==> src/rtl/if_fetch_unit.sv <==
// ---------------------------------------------------------------------------
// if_fetch_unit
//
// Instruction-fetch stage of the 5-stage MIPS pipeline. Holds the PC, issues
// instruction-memory requests, and owns the IF/ID pipeline register. A small
// FSM (BOOT/RUN/WAIT) covers the first cycle out of reset and an instruction
// memory that is not ready.
//
// Ports:
//   clk            pipeline clock, all state changes on the rising edge
//   rstn           asynchronous active-low reset
//   stall          hazard unit: hold PC, IF/ID and FSM state
//   branch         ID-stage branch taken
//   branch_target  ID-computed branch target
//   jump           ID-stage j/jal/jr redirect
//   jump_target    ID-computed jump target
//   imem_addr      fetch address (always the PC)
//   imem_req       fetch request valid (low only in BOOT)
//   imem_ready     imem_rdata is valid for imem_addr this cycle
//   imem_rdata     fetched instruction word
//   if_id_pc       PC of the instruction held in IF/ID
//   if_id_pc4      if_id_pc + PC_STEP
//   if_id_instr    instruction in IF/ID, 32'h0 (sll $0 NOP) for a bubble
//   if_id_valid    IF/ID holds a real instruction
//
// Optional feature, macro BRANCH_DELAY_SLOT_EN:
//   Defined   : MIPS delay-slot semantics. On a redirect the instruction in
//               IF is kept and enters IF/ID as the delay slot. If the memory
//               is not ready, the target is parked in a redirect-pending
//               register and applied once the delay slot is accepted.
//   Undefined : flush-on-redirect, the IF instruction is replaced by a
//               bubble and the PC jumps to the target immediately.
// ---------------------------------------------------------------------------
module if_fetch_unit #(
  parameter logic [31:0] RESET_PC = 32'h0000_3000,
  parameter logic [31:0] PC_STEP  = 32'd4
) (
  input  logic        clk,
  input  logic        rstn,
  input  logic        stall,
  input  logic        branch,
  input  logic [31:0] branch_target,
  input  logic        jump,
  input  logic [31:0] jump_target,
  output logic [31:0] imem_addr,
  output logic        imem_req,
  input  logic        imem_ready,
  input  logic [31:0] imem_rdata,
  output logic [31:0] if_id_pc,
  output logic [31:0] if_id_pc4,
  output logic [31:0] if_id_instr,
  output logic        if_id_valid
);

  typedef enum logic [1:0] {
    ST_BOOT = 2'd0,
    ST_RUN  = 2'd1,
    ST_WAIT = 2'd2
  } state_t;

  state_t      state_q,       state_d;
  logic [31:0] pc_q,          pc_d;
  logic [31:0] if_id_pc_q,    if_id_pc_d;
  logic [31:0] if_id_pc4_q,   if_id_pc4_d;
  logic [31:0] if_id_instr_q, if_id_instr_d;
  logic        if_id_valid_q, if_id_valid_d;
`ifdef BRANCH_DELAY_SLOT_EN
  logic        pend_q,        pend_d;
  logic [31:0] pend_tgt_q,    pend_tgt_d;
`endif

  logic        redirect;
  logic [31:0] redirect_tgt;
  logic [31:0] pc_seq;

  // Branch wins over jump when both are raised. Every PC load is forced to a
  // word boundary, targets included.
  assign redirect     = branch | jump;
  assign redirect_tgt = (branch ? branch_target : jump_target) & 32'hFFFF_FFFC;
  assign pc_seq       = (pc_q + PC_STEP) & 32'hFFFF_FFFC;

  // Priority on each edge is stall > redirect > fetch; BOOT ignores all of it.
  always_comb begin
    state_d       = state_q;
    pc_d          = pc_q;
    if_id_pc_d    = if_id_pc_q;
    if_id_pc4_d   = if_id_pc4_q;
    if_id_instr_d = if_id_instr_q;
    if_id_valid_d = if_id_valid_q;
`ifdef BRANCH_DELAY_SLOT_EN
    pend_d        = pend_q;
    pend_tgt_d    = pend_tgt_q;
`endif

    case (state_q)
      ST_BOOT: begin
        state_d = ST_RUN;
      end

      ST_RUN, ST_WAIT: begin
        if (!stall) begin
`ifdef BRANCH_DELAY_SLOT_EN
          if (imem_ready) begin
            // The word in IF is accepted, whether it is a delay slot or not.
            if_id_pc_d    = pc_q;
            if_id_pc4_d   = pc_q + PC_STEP;
            if_id_instr_d = imem_rdata;
            if_id_valid_d = 1'b1;
            state_d       = ST_RUN;
            if (pend_q) begin
              pc_d   = pend_tgt_q;
              pend_d = 1'b0;
            end else if (redirect) begin
              pc_d = redirect_tgt;
            end else begin
              pc_d = pc_seq;
            end
          end else begin
            // PC stays on the delay-slot address until it arrives.
            if_id_instr_d = 32'h0;
            if_id_valid_d = 1'b0;
            state_d       = ST_WAIT;
            if (redirect && !pend_q) begin
              pend_d     = 1'b1;
              pend_tgt_d = redirect_tgt;
            end
          end
`else
          if (redirect) begin
            // Wrong-path instruction in IF is squashed; any pending miss is
            // abandoned.
            pc_d          = redirect_tgt;
            if_id_instr_d = 32'h0;
            if_id_valid_d = 1'b0;
            state_d       = ST_RUN;
          end else if (imem_ready) begin
            if_id_pc_d    = pc_q;
            if_id_pc4_d   = pc_q + PC_STEP;
            if_id_instr_d = imem_rdata;
            if_id_valid_d = 1'b1;
            pc_d          = pc_seq;
            state_d       = ST_RUN;
          end else begin
            if_id_instr_d = 32'h0;
            if_id_valid_d = 1'b0;
            state_d       = ST_WAIT;
          end
`endif
        end
      end

      default: begin
        state_d = ST_BOOT;
      end
    endcase
  end

  always_ff @(posedge clk or negedge rstn) begin
    if (!rstn) begin
      state_q       <= ST_BOOT;
      pc_q          <= RESET_PC;
      if_id_pc_q    <= 32'h0;
      if_id_pc4_q   <= 32'h0;
      if_id_instr_q <= 32'h0;
      if_id_valid_q <= 1'b0;
`ifdef BRANCH_DELAY_SLOT_EN
      pend_q        <= 1'b0;
      pend_tgt_q    <= 32'h0;
`endif
    end else begin
      state_q       <= state_d;
      pc_q          <= pc_d;
      if_id_pc_q    <= if_id_pc_d;
      if_id_pc4_q   <= if_id_pc4_d;
      if_id_instr_q <= if_id_instr_d;
      if_id_valid_q <= if_id_valid_d;
`ifdef BRANCH_DELAY_SLOT_EN
      pend_q        <= pend_d;
      pend_tgt_q    <= pend_tgt_d;
`endif
    end
  end

  assign imem_addr   = pc_q;
  assign imem_req    = (state_q != ST_BOOT);
  assign if_id_pc    = if_id_pc_q;
  assign if_id_pc4   = if_id_pc4_q;
  assign if_id_instr = if_id_instr_q;
  assign if_id_valid = if_id_valid_q;

endmodule
==> config.mk <==
export PLATFORM = sky130hd
export DESIGN_NAME = if_fetch_unit
export DESIGN_NICKNAME = d
export VERILOG_FILES = /design/src/rtl/if_fetch_unit.sv
export SDC_FILE = /design/constraint.sdc
export NUM_CORES = 1
export LEC_CHECK = 0
export ABC_CLOCK_PERIOD_IN_PS = 2500
export BUFFER_PORTS_ARGS = -buffer_cell sky130_fd_sc_hd__buf_2
export CORE_MARGIN = 8
export CORE_UTILIZATION = 48
export DETAILED_ROUTE_END_ITERATION = 16
export PLACE_DENSITY = 0.79
export SLEW_MARGIN = 20
export SYNTH_ARGS = -nofsm -noshare
export SYNTH_HDL_FRONTEND = slang
export SYNTH_SLANG_ARGS = --single-unit
==> constraint.sdc <==
create_clock -name clk -period 2.5 [get_ports clk]
set_clock_uncertainty 0.05 [all_clocks]
set_input_delay 0.25 -clock clk [delete_from_list [all_inputs] [get_ports clk]]
set_output_delay 0.25 -clock clk [all_outputs]
set_load 0.03 [all_outputs]
==> summary.md <==
| Metric | Value |
|---|---|
| Post-CTS Resized | 0 |
| Routability Congestion | 0.871 |
| DRT Pass-1 Iters | 5 |
| Final Worst Setup Slack | 0.158 ns |
| Crit path max-delay cell type | nor4_4 |
| WHS Path Cells | 2 |
| Metal2 WL | between 10,000 and 15,000 µm |
| FP Rows | 40 |
| Crit path buffers/inverters | 0 |
| Total Routed Length | between 15,000 and 20,000 µm |
| Slowest cell delay on critical path | about 0.65 ns |
| Setup Fix Bufs, Post-CTS | 0 |
| WL met3 | 1450 µm |
| Worst-Margin Slew | just under 1 ns |
| Hold WC Path Type | primary input to register |
| Fmax | 427 MHz |
| Final instance area | 7990 µm² |
| Routed len/inst | 19.0 µm |
| Worst path most repeated cell | nand3_1 |
| Worst hold margin | about 0.012 ns |
| Final slew viol count | 0 |
| Crit share post-route | 0.937 |
| Clk sink count | approximately 130 |
| Min-delay src | imem_rdata[25] |
| Worst Path Required | about 2.8 ns |
| Max clock buf depth | 2 |
| Synthesized instance count | a little over 600 |
| Hold endpoint | if_id_instr[25] |
| Fin crit period | roughly 2.3 ns |
| Class of the most critical setup path | register to register |
| Critical Path Sink Type | register |
| Flop and latch count out of synthesis | between 100 and 150 |
| WP depth | 5 |
| Number of fill cells | around 950 |
| CTS tree | done |
| Area of the mapped netlist | between 5000 and 6000 µm² |
| Wl on met1 | 7490 µm |
| Crit path launch type | register |
| Vias in the first global route | 6,006 |
| Worst reg-to-reg path cell count | 5 |
| Cts bufs inserted | 17 |
| CTS Root Cell | clkbuf_16 |
| Setup TNS | 0 ns |
| Top cells by area, synth | dfrtp_1 52%, nand2_1 8.5%, a22o_1 6.0% |
| Core Footprint | roughly 12,000 µm² |
| H-tree depth | 4 |
| Final hold vios | 0 |
| First-pass GRT wire length | roughly 31,000 µm |
| Final routed DRC violation total | 0 |
| Pin count of the biggest net entering global routing | 58 |
| Top routing layer used | met4 |
| Total track usage | 0.243 |
| CP Max Fanout | 8 |
| Leak pwr | around 0.0041 µW |
| Antenna Nets Post-Route | 0 |
| Register area share after synthesis | 0.527 |
| Top cell type's share of synthesized area | 0.518 |
| Layout cells sized above 1 | 0.342 |
| Worst R2R Start | imem_addr[13] |
| Outcome | complete, no violations |
| Tot Pwr | between 10,000 and 15,000 µW |
| Initial antenna violation count | 3 |
| Worst-Skew Late Latency | roughly 0.41 ns |
| Initial drt markers | 365 |
| Yosys cell types | slightly below 50 |
| Area leader, netlist | dfrtp_1 |
| Critical Path, Cell by Cell | nand2_1 -> nor4_4 -> nand3_1 -> or3_1 -> nand3_1 |
| Worst R2R Setup Slack | between 0.15 and 0.2 ns |
| # port buffers | about 220 |
| Pwr/cell area | 1300 nW/µm² |
| Fin nets | around 950 |
| Worst Path Arrival | approximately 2.6 ns |
| Clk pin slew, worst setup/hold paths | around 0.06 ns |
| Starting Density | 0.492 |
| Total of max-cap violations | 0 |
| Yosys warns | 0 |
| Peak VDD IR | 0.000822 V |
| Synth-to-Final Area Change | 34.6% |
| Hpwl dp | roughly 14,000 µm |
| Chip width | approximately 130 µm |
| I/O Pins | between 200 and 250 |
| Reg2reg end | imem_addr[29] |
| Placement-stage cell area | a little over 7000 µm² |
| DR vias | 5,748 |
| Vias per Instance | roughly 5.6 |
| Final setup fails | 0 |
| CTS Hold Bufs | 10 |
| Syn_area_per_cell | between 9 and 10 µm² |
| Die area | about 16,000 µm² |
| Die H | approximately 130 µm |
| Slew Limit Headroom | 0.335 |
| Overflow after GRT | 0 |
| Post-place setup slack | about 0.22 ns |
| Setup repair after global routing missed its margin | no |
| Crit path max-delay family | simple AND/OR/NAND/NOR gates |
-- Yosys cell counts (all sizes together) --
library cell	instances
o32ai	1
dfstp	2
o2bb2ai	9
inv	8
ha	3
a222oi	5
nor2	31
or2	2
nand2b	2
xor2	9
mux2i	2
nand3	16
a21oi	27
nor3	8
clkbuf	36
and2	1
a211o	2
nor2b	5
o22ai	6
and3	9
xnor2	16
a21o	3
dfrtp	123
a32o	1
a22oi	13
o31ai	3
buf	17
o31a	3
a22o	41
a31oi	1
nand2	135
or3	4
o311ai	2
a311o	2
nand4	8
nor4	6
o21ai	49
o41ai	2
mux2	1
conb	1
-- how the worst max path moves through the flow --
stage                    end          start  slack [ns]
4_1_cts        if_id_pc4[29]  imem_addr[13]        0.18
6_report       imem_addr[29]  imem_addr[13]        0.16
2_1_floorplan  if_id_pc4[14]   imem_addr[2]        0.40
3_5_place_dp   if_id_pc4[29]  imem_addr[13]        0.22
3_3_place_gp   imem_addr[29]  imem_addr[13]        0.30
5_1_grt        imem_addr[29]  imem_addr[12]        0.05
-- state kept, by name, summed over array words and instances, names as in the netlist --
register,cells
state_q,2
if_id_valid,1
if_id_instr,32
imem_addr,30
if_id_pc4,30
if_id_pc,30
-- report_power, final --
part           switching, µW  internal [µW]
combinational           2970           1300
sequential               763           2820
clock                    889           1610
total                   4620           5730
-- placed cells by master, fill, tap and decap left out, types with 3 or more instances in the layout --
| cell | n |
|---|---|
| a21o_1 | 3 |
| a21oi_1 | 27 |
| a222oi_1 | 5 |
| a22o_1 | 41 |
| a22oi_1 | 13 |
| and3_1 | 6 |
| and3_2 | 3 |
| buf_2 | 220 |
| buf_4 | 21 |
| bufinv_16 | 3 |
| clkbuf_16 | 17 |
| clkinv_2 | 4 |
| clkinvlp_4 | 3 |
| conb_1 | 6 |
| dfrtp_1 | 123 |
| diode_2 | 3 |
| dlygate4sd3_1 | 11 |
| ha_1 | 3 |
| inv_1 | 8 |
| nand2_1 | 135 |
| nand3_1 | 15 |
| nand4_1 | 5 |
| nor2_1 | 31 |
| nor2b_1 | 4 |
| nor3_1 | 8 |
| nor4_4 | 4 |
| o21ai_0 | 47 |
| o22ai_1 | 6 |
| o2bb2ai_1 | 9 |
| o31a_1 | 3 |
| o31ai_1 | 3 |
| or3_1 | 3 |
| xnor2_1 | 16 |
| xor2_1 | 9 |
-- kinds of logic after synthesis --
group | count (synthesis) | synth area share
AND/OR/NAND/NOR | 227 | 0.182
AO/OA/AOI/OAI | 170 | 0.197
flip-flops | 125 | 0.527
buffers and inverters | 61 | 0.0440
XOR/XNOR | 25 | 0.0369
adder cells (fa/ha/maj) | 3 | 0.00632
multiplexers | 3 | 0.00590
other | 1 | 0.000632
-- per-stage QoR --
step / util / instances
2_1_floorplan: - / 620
3_3_place_gp: 0.603 / 979
3_5_place_dp: 0.603 / 979
4_1_cts: 0.661 / 1021
5_1_grt: 0.663 / 1025
6_report: 0.663 / 1025
-- metal layers --
layer / track usage / vias to the layer above
met5: 0 / -
met4: 0.120 / 0
met3: 0.0595 / 38
met2: 0.411 / 268
met1: 0.283 / 2826
li1: - / 2616
-- area by class of cell --
cell class	count	area, µm²	share of cell area
Sequential cell	125	3130	0.392
Inverter	8	30.0	0.00376
Clock buffer	21	460	0.0576
Tap cell	168	210	0.0263
Multi-Input combinational cell	434	2590	0.324
Antenna cell	3	7.51	0.000939
Clock inverter	11	141	0.0177
Timing Repair Buffer	255	1420	0.178
Power figures use the tool's default switching activity.
